`src/rtl/ysyx_22041071_axi_w_arb_if.sv`:
```
// Signal bundle shared by the two write requesters, the write arbiter and the downstream AXI write master.
// The master modport is the arbiter's view. The slave modport is the environment's view (requesters plus downstream).
interface ysyx_22041071_axi_w_arb_if #(
    parameter int ADDR_W = 64,
    parameter int DATA_W = 64,
    parameter int LEN_W  = 8,
    parameter int ID_W   = 4,
    parameter int RESP_W = 2
);
    logic              m0_aw_valid;
    logic [ADDR_W-1:0] m0_addr;
    logic [LEN_W-1:0]  m0_len;
    logic [1:0]        m0_size;
    logic [DATA_W-1:0] m0_wdata;
    logic              m0_grant;
    logic              m0_done;
    logic [RESP_W-1:0] m0_resp;

    logic              m1_aw_valid;
    logic [ADDR_W-1:0] m1_addr;
    logic [LEN_W-1:0]  m1_len;
    logic [1:0]        m1_size;
    logic [DATA_W-1:0] m1_wdata;
    logic              m1_grant;
    logic              m1_done;
    logic [RESP_W-1:0] m1_resp;

    logic              s_aw_valid;
    logic [ID_W-1:0]   s_id;
    logic [ADDR_W-1:0] s_addr;
    logic [LEN_W-1:0]  s_len;
    logic [1:0]        s_size;
    logic [DATA_W-1:0] s_wdata;
    logic              s_aw_ready;
    logic [RESP_W-1:0] s_resp;

    modport master (
        input  m0_aw_valid, m0_addr, m0_len, m0_size, m0_wdata,
        input  m1_aw_valid, m1_addr, m1_len, m1_size, m1_wdata,
        output m0_grant, m0_done, m0_resp,
        output m1_grant, m1_done, m1_resp,
        output s_aw_valid, s_id, s_addr, s_len, s_size, s_wdata,
        input  s_aw_ready, s_resp
    );

    modport slave (
        output m0_aw_valid, m0_addr, m0_len, m0_size, m0_wdata,
        output m1_aw_valid, m1_addr, m1_len, m1_size, m1_wdata,
        input  m0_grant, m0_done, m0_resp,
        input  m1_grant, m1_done, m1_resp,
        input  s_aw_valid, s_id, s_addr, s_len, s_size, s_wdata,
        output s_aw_ready, s_resp
    );
endinterface

```
`src/rtl/ysyx_22041071_axi_w_arb.sv`:
```
// Two-requester round-robin arbiter in front of a single AXI write master.
// The downstream side is tracked only through s_aw_ready, which is high exactly when the downstream master is idle.
//
// state | meaning
// IDLE  | no owner; arbitrate any pending request
// REQ   | s_aw_valid high, waiting for the downstream to accept
// BUSY  | accepted; waiting for the downstream to go busy (ready low)
// RESP  | downstream busy; ready returning high completes the transfer
module ysyx_22041071_axi_w_arb #(
    parameter int ADDR_W = 64,
    parameter int DATA_W = 64,
    parameter int LEN_W  = 8,
    parameter int ID_W   = 4,
    parameter int RESP_W = 2
) (
    input  logic                           clk,
    input  logic                           reset_n,
    ysyx_22041071_axi_w_arb_if.master      bus
);
    typedef enum logic [1:0] {IDLE, REQ, BUSY, RESP} state_t;

    state_t            state, state_nxt;
    logic              grant_q, grant_nxt;
    logic              last_q, last_nxt;
    logic [RESP_W-1:0] resp0_q, resp1_q;
    logic              winner;
    logic              done;
    logic              active;
    logic [ADDR_W-1:0] addr_mux;
    logic [LEN_W-1:0]  len_mux;
    logic [1:0]        size_mux;
    logic [DATA_W-1:0] wdata_mux;

    // Round-robin: under contention, the requester that did not finish last wins.
    always_comb begin
        if (bus.m0_aw_valid && bus.m1_aw_valid) begin
            winner = ~last_q;
        end else begin
            winner = bus.m1_aw_valid;
        end
    end

    always_comb begin
        state_nxt = state;
        grant_nxt = grant_q;
        last_nxt  = last_q;
        done      = 1'b0;
        case (state)
            IDLE: begin
                if (bus.m0_aw_valid || bus.m1_aw_valid) begin
                    grant_nxt = winner;
                    state_nxt = REQ;
                end
            end
            REQ: begin
                if (bus.s_aw_ready) state_nxt = BUSY;
            end
            BUSY: begin
                if (!bus.s_aw_ready) state_nxt = RESP;
            end
            RESP: begin
                if (bus.s_aw_ready) begin
                    done      = 1'b1;
                    last_nxt  = grant_q;
                    state_nxt = IDLE;
                end
            end
            default: state_nxt = IDLE;
        endcase
    end

    always_ff @(posedge clk or negedge reset_n) begin
        if (!reset_n) begin
            state   <= IDLE;
            grant_q <= 1'b0;
            last_q  <= 1'b1;
            resp0_q <= '0;
            resp1_q <= '0;
        end else begin
            state   <= state_nxt;
            grant_q <= grant_nxt;
            last_q  <= last_nxt;
            if (done && !grant_q) resp0_q <= bus.s_resp;
            if (done && grant_q)  resp1_q <= bus.s_resp;
        end
    end

    assign active = (state != IDLE);

    // Request fields are forced to zero in IDLE so nothing leaks downstream between owners.
    always_comb begin
        addr_mux  = '0;
        len_mux   = '0;
        size_mux  = '0;
        wdata_mux = '0;
        if (active) begin
            addr_mux  = grant_q ? bus.m1_addr  : bus.m0_addr;
            len_mux   = grant_q ? bus.m1_len   : bus.m0_len;
            size_mux  = grant_q ? bus.m1_size  : bus.m0_size;
            wdata_mux = grant_q ? bus.m1_wdata : bus.m0_wdata;
        end
    end

    assign bus.s_aw_valid = (state == REQ);
    assign bus.s_id       = {{(ID_W-1){1'b0}}, grant_q};
    assign bus.s_addr     = addr_mux;
    assign bus.s_len      = len_mux;
    assign bus.s_size     = size_mux;
    assign bus.s_wdata    = wdata_mux;

    assign bus.m0_grant = active && !grant_q;
    assign bus.m1_grant = active && grant_q;
    assign bus.m0_done  = done && !grant_q;
    assign bus.m1_done  = done && grant_q;
    assign bus.m0_resp  = bus.m0_done ? bus.s_resp : resp0_q;
    assign bus.m1_resp  = bus.m1_done ? bus.s_resp : resp1_q;
endmodule

```
`src/flat_wrapper.sv`:
```
// flat-port wrapper written by rule: the top's interface ports become plain ports
module ysyx_22041071_axi_w_arb_flat 
#(
    parameter int ADDR_W = 64,
    parameter int DATA_W = 64,
    parameter int LEN_W  = 8,
    parameter int ID_W   = 4,
    parameter int RESP_W = 2
)
  (clk, reset_n, bus_m0_aw_valid, bus_m0_addr, bus_m0_len, bus_m0_size, bus_m0_wdata, bus_m1_aw_valid, bus_m1_addr, bus_m1_len, bus_m1_size, bus_m1_wdata, bus_m0_grant, bus_m0_done, bus_m0_resp, bus_m1_grant, bus_m1_done, bus_m1_resp, bus_s_aw_valid, bus_s_id, bus_s_addr, bus_s_len, bus_s_size, bus_s_wdata, bus_s_aw_ready, bus_s_resp);
  ysyx_22041071_axi_w_arb_if #(.ADDR_W(ADDR_W), .DATA_W(DATA_W), .LEN_W(LEN_W), .ID_W(ID_W), .RESP_W(RESP_W)) bus_i ();
  input  logic clk;
  input  logic reset_n;
  input wire logic [$bits(bus_i.m0_aw_valid)-1:0] bus_m0_aw_valid;
  input wire logic [$bits(bus_i.m0_addr)-1:0] bus_m0_addr;
  input wire logic [$bits(bus_i.m0_len)-1:0] bus_m0_len;
  input wire logic [$bits(bus_i.m0_size)-1:0] bus_m0_size;
  input wire logic [$bits(bus_i.m0_wdata)-1:0] bus_m0_wdata;
  input wire logic [$bits(bus_i.m1_aw_valid)-1:0] bus_m1_aw_valid;
  input wire logic [$bits(bus_i.m1_addr)-1:0] bus_m1_addr;
  input wire logic [$bits(bus_i.m1_len)-1:0] bus_m1_len;
  input wire logic [$bits(bus_i.m1_size)-1:0] bus_m1_size;
  input wire logic [$bits(bus_i.m1_wdata)-1:0] bus_m1_wdata;
  output wire logic [$bits(bus_i.m0_grant)-1:0] bus_m0_grant;
  output wire logic [$bits(bus_i.m0_done)-1:0] bus_m0_done;
  output wire logic [$bits(bus_i.m0_resp)-1:0] bus_m0_resp;
  output wire logic [$bits(bus_i.m1_grant)-1:0] bus_m1_grant;
  output wire logic [$bits(bus_i.m1_done)-1:0] bus_m1_done;
  output wire logic [$bits(bus_i.m1_resp)-1:0] bus_m1_resp;
  output wire logic [$bits(bus_i.s_aw_valid)-1:0] bus_s_aw_valid;
  output wire logic [$bits(bus_i.s_id)-1:0] bus_s_id;
  output wire logic [$bits(bus_i.s_addr)-1:0] bus_s_addr;
  output wire logic [$bits(bus_i.s_len)-1:0] bus_s_len;
  output wire logic [$bits(bus_i.s_size)-1:0] bus_s_size;
  output wire logic [$bits(bus_i.s_wdata)-1:0] bus_s_wdata;
  input wire logic [$bits(bus_i.s_aw_ready)-1:0] bus_s_aw_ready;
  input wire logic [$bits(bus_i.s_resp)-1:0] bus_s_resp;
  assign bus_i.m0_aw_valid = bus_m0_aw_valid;
  assign bus_i.m0_addr = bus_m0_addr;
  assign bus_i.m0_len = bus_m0_len;
  assign bus_i.m0_size = bus_m0_size;
  assign bus_i.m0_wdata = bus_m0_wdata;
  assign bus_i.m1_aw_valid = bus_m1_aw_valid;
  assign bus_i.m1_addr = bus_m1_addr;
  assign bus_i.m1_len = bus_m1_len;
  assign bus_i.m1_size = bus_m1_size;
  assign bus_i.m1_wdata = bus_m1_wdata;
  assign bus_m0_grant = bus_i.m0_grant;
  assign bus_m0_done = bus_i.m0_done;
  assign bus_m0_resp = bus_i.m0_resp;
  assign bus_m1_grant = bus_i.m1_grant;
  assign bus_m1_done = bus_i.m1_done;
  assign bus_m1_resp = bus_i.m1_resp;
  assign bus_s_aw_valid = bus_i.s_aw_valid;
  assign bus_s_id = bus_i.s_id;
  assign bus_s_addr = bus_i.s_addr;
  assign bus_s_len = bus_i.s_len;
  assign bus_s_size = bus_i.s_size;
  assign bus_s_wdata = bus_i.s_wdata;
  assign bus_i.s_aw_ready = bus_s_aw_ready;
  assign bus_i.s_resp = bus_s_resp;
  ysyx_22041071_axi_w_arb #(.ADDR_W(ADDR_W), .DATA_W(DATA_W), .LEN_W(LEN_W), .ID_W(ID_W), .RESP_W(RESP_W)) u_core (.clk(clk), .reset_n(reset_n), .bus(bus_i));
endmodule
```
`config.mk`:
```
export PLATFORM = sky130hd
export DESIGN_NAME = ysyx_22041071_axi_w_arb_flat
export DESIGN_NICKNAME = d
export VERILOG_FILES = /design/src/rtl/ysyx_22041071_axi_w_arb_if.sv /design/src/rtl/ysyx_22041071_axi_w_arb.sv /design/src/flat_wrapper.sv
export SDC_FILE = /design/constraint.sdc
export NUM_CORES = 1
export LEC_CHECK = 0
export BUFFER_PORTS_ARGS = -buffer_cell sky130_fd_sc_hd__buf_2
export CORE_AREA = 3 3 167 169
export CTS_CLUSTER_SIZE = 24
export DETAILED_ROUTE_END_ITERATION = 16
export DIE_AREA = 0 0 170 172
export PLACE_DENSITY = 0.37
export SLEW_MARGIN = 20
export SYNTH_ARGS = -nofsm -noshare
export SYNTH_HDL_FRONTEND = slang
export SYNTH_SLANG_ARGS = --single-unit
```
`constraint.sdc`:
```
create_clock -name clk -period 1.6 [get_ports clk]
set_input_delay 0.24 -clock clk [delete_from_list [all_inputs] [get_ports clk]]
set_output_delay 0.24 -clock clk [all_outputs]
set_load 0.03 [all_outputs]
```
==> impl_metrics.tcl <==
set metrics [dict create \
    outcome "finished, violations left" \
    violations "setup timing" \
    core_um2 26730 \
    rsz0062_at_grt "yes" \
    setup_viol 146 \
    slowest_delay_ps 430 \
    crit_chain "inv_2, ha_4, buf_12, buf_8, nor2_2, buf_2" \
    hold_slack_ps 299.5 \
    dp.cells 1136 \
    synth_edf_count 0 \
    die_w_um 170 \
    clock_latency_ps 230 \
    initial_core_util_pct 9.583 \
    row_count 60 \
    critPathCaptureType "primary output" \
    cp_slowest_cell "dfrtp_2" \
    drtIter0Drc 45 \
    tritoncts.num_buffers 3 \
    yosys.area.top_type "mux2i_1" \
    cts_max_level 1 \
    cts_root_buf "clkbuf_16" \
    grt_overflow 0 \
    hp-class "input pin to flip-flop" \
    clockBufferDepth 2 \
    grt_pass1_vias 4374 \
    finalHoldViolCount 0 \
    yosys_warnings 0 \
    min_period_ps 1823 \
    ys_top_cells_by_area "mux2i_1, nor2_1, dfrtp_1, buf_6, buf_4" \
    dpl_cell_area_um2 5912 \
    antenna_found_initial 0 \
    netlist.area_leader.share_pct 53.93 \
    cap_violations 0 \
    drt_first_pass_iters 4 \
    crit_path_start_kind "flip-flop" \
    async_reset_ff_share_pct 100.0 \
    utilization_pct 30.29 \
    ys_ff_latch 8 \
    critPathMaxFanout 9 \
    vias_per_cell 3.765 \
    worstSetupPathType "flip-flop to primary output" \
    dieArea_um2 29240 \
    num-fill-cells 2831 \
    setup_ws_ps -222.8 \
    p_per_area_nw_per_um2 2353 \
    place_ws_ps -16.93 \
    grt_pass1_wl_mm 23.04 \
    area_growth_pct 216.1 \
    syn-cell-area_um2 2561 \
    port_buffers 430 \
    clock-sinks 8 \
    fmax_ghz 0.5486 \
    avgSynthCellArea_um2 7.381 \
    finalCritPeriodShare_pct 113.9 \
    design_area_um2 8095 \
    cp_top_family "buffers and inverters" \
    critPathBufInv 4 \
    routabilityCongestion 0.7118 \
    final_common_cell "buf_2" \
    hpwl_mm 13.40 \
    vias 4390 \
    required_ps 1360 \
    diodes 0 \
    drive_above_1_share_pct 87.88 \
    fp.dieH_um 172 \
    final_max_slew_viol_count 0 \
    crit_arrival_ps 1580 \
    ys.flop_type "dfrtp_1" \
    clk_pin_slew_ps 40 \
    synth_cells 347 \
    p_leak_nw 3.853 \
    drcViolationCount 0 \
    ys_seq_area_share_pct 7.865 \
    final_cell_mix "buf_2, buf_6, nor2_4" \
    totalWireLength_mm 17.64 \
    finClkSkew_ps 3.018 \
    gr-usage-all-layers_pct 9.710 \
    io_pins 434 \
    synth_cell_type_count 21 \
    peakVddDrop_v 0.001219 \
    tritoncts "yes" \
    layout.cells.non_filler 1166 \
    final_antenna_net_count 0 \
    nets 1113 \
    grt_max_degree 17 \
    wl_per_cell_um 15.13 \
]
## logic make-up (layout without fill, tap and decap cells)
family                   count (synthesis)  in the layout  synth area share (%)
AO/OA/AOI/OAI                            4              4                 1.759
adder cells (fa/ha/maj)                  4              4                 1.954
buffers and inverters                   39            515                 10.31
flip-flops                               8              8                 7.865
multiplexers                           143            143                 56.13
other                                    1              3                0.1464
AND/OR/NAND/NOR                        148            148                 21.84
## power breakdown
| part | switching, mW | leakage [nW] | internal (mW) |
|---|---|---|---|
| registers | 0.0857 | 0.0907 | 0.331 |
| clock network | 0.105 | 0.0382 | 0.333 |
| logic | 9.62 | 3.72 | 8.58 |
| total | 9.81 | 3.85 | 9.24 |
## cell usage after synthesis (all sizes together), types with 3 or more instances
library cell / count
clkbuf: 10
dfrtp: 7
mux2i: 138
mux2: 5
buf: 26
inv: 3
nand2: 5
nor2: 141
ha: 4
## metrics by stage
| stage | power [mW] | setup TNS, ps |
|---|---|---|
| 3_3_place_gp | 13.31 | -14.76 |
| 2_1_floorplan | 9.321 | -6723 |
| 4_1_cts | 17.14 | -22870 |
| 6_report | 19.05 | -24640 |
| 3_5_place_dp | 13.24 | -77.58 |
| 5_1_grt | 20.02 | -32200 |
## layout make-up
cell class                 count  area (um2)  share of cell area [%]
inverter                       3       11.26                  0.1391
multi-input combinational    302        3488                   43.09
sequential                     8       207.7                   2.566
tap                          341       426.7                   5.270
timing repair buffer         508        3882                   47.96
clock buffer                   4       78.83                  0.9737
## worst paths after layout
| check | startpoint | end | slack [ps] | cells past startpoint |
|---|---|---|---|---|
| max | u_core.state[0]$_DFFE_PN0P_ | bus_s_wdata[11] | -220 | 6 |
| min | bus_s_resp[0] | u_core.resp0_q[0]$_DFF_PN0_ | 300 | 2 |
| max reg2reg | u_core.state[0]$_DFFE_PN0P_ | u_core.state[1]$_DFFE_PN0P_ | -140 | 6 |
| min reg2reg | u_core.last_q$_DFFE_PN1N_ | u_core.last_q$_DFFE_PN1N_ | 470 | 2 |
| max in group asynchronous | reset_n | u_core.last_q$_DFFE_PN1N_ | 960 | 2 |
| min in group asynchronous | reset_n | u_core.resp0_q[0]$_DFF_PN0_ | 390 | 2 |
## registers in the layout, summed over array words and instances, names as in the netlist
name / flops
u_core.last_q: 1
u_core.grant_q: 1
u_core.resp1_q: 2
u_core.state: 2
u_core.resp0_q: 2
## per-layer routing
metal / GRT usage, % / share of wire [%] / wire length [um] / vias to the layer above
met3: 1.760 / 8.0 / 1406 / 8
met4: 0.8466 / 0.58 / 102 / 0
met2: 20.41 / 57 / 10070 / 249
met5: 0 / 0 / 0 / -
met1: 10.29 / 34 / 6063 / 1997
li1: - / - / - / 2136
## timing repair
action | 4_1_cts | 5_1_grt
setup buffers | 13 | 7
pin swaps | 7 | 23
resized for setup | 294 | 168
hold endpoints to repair | 7 | 0
hold buffers | 1 | 0
cloned | 4 | 5
setup endpoints to repair | 146 | 149
(Power assumes the default switching activity.)
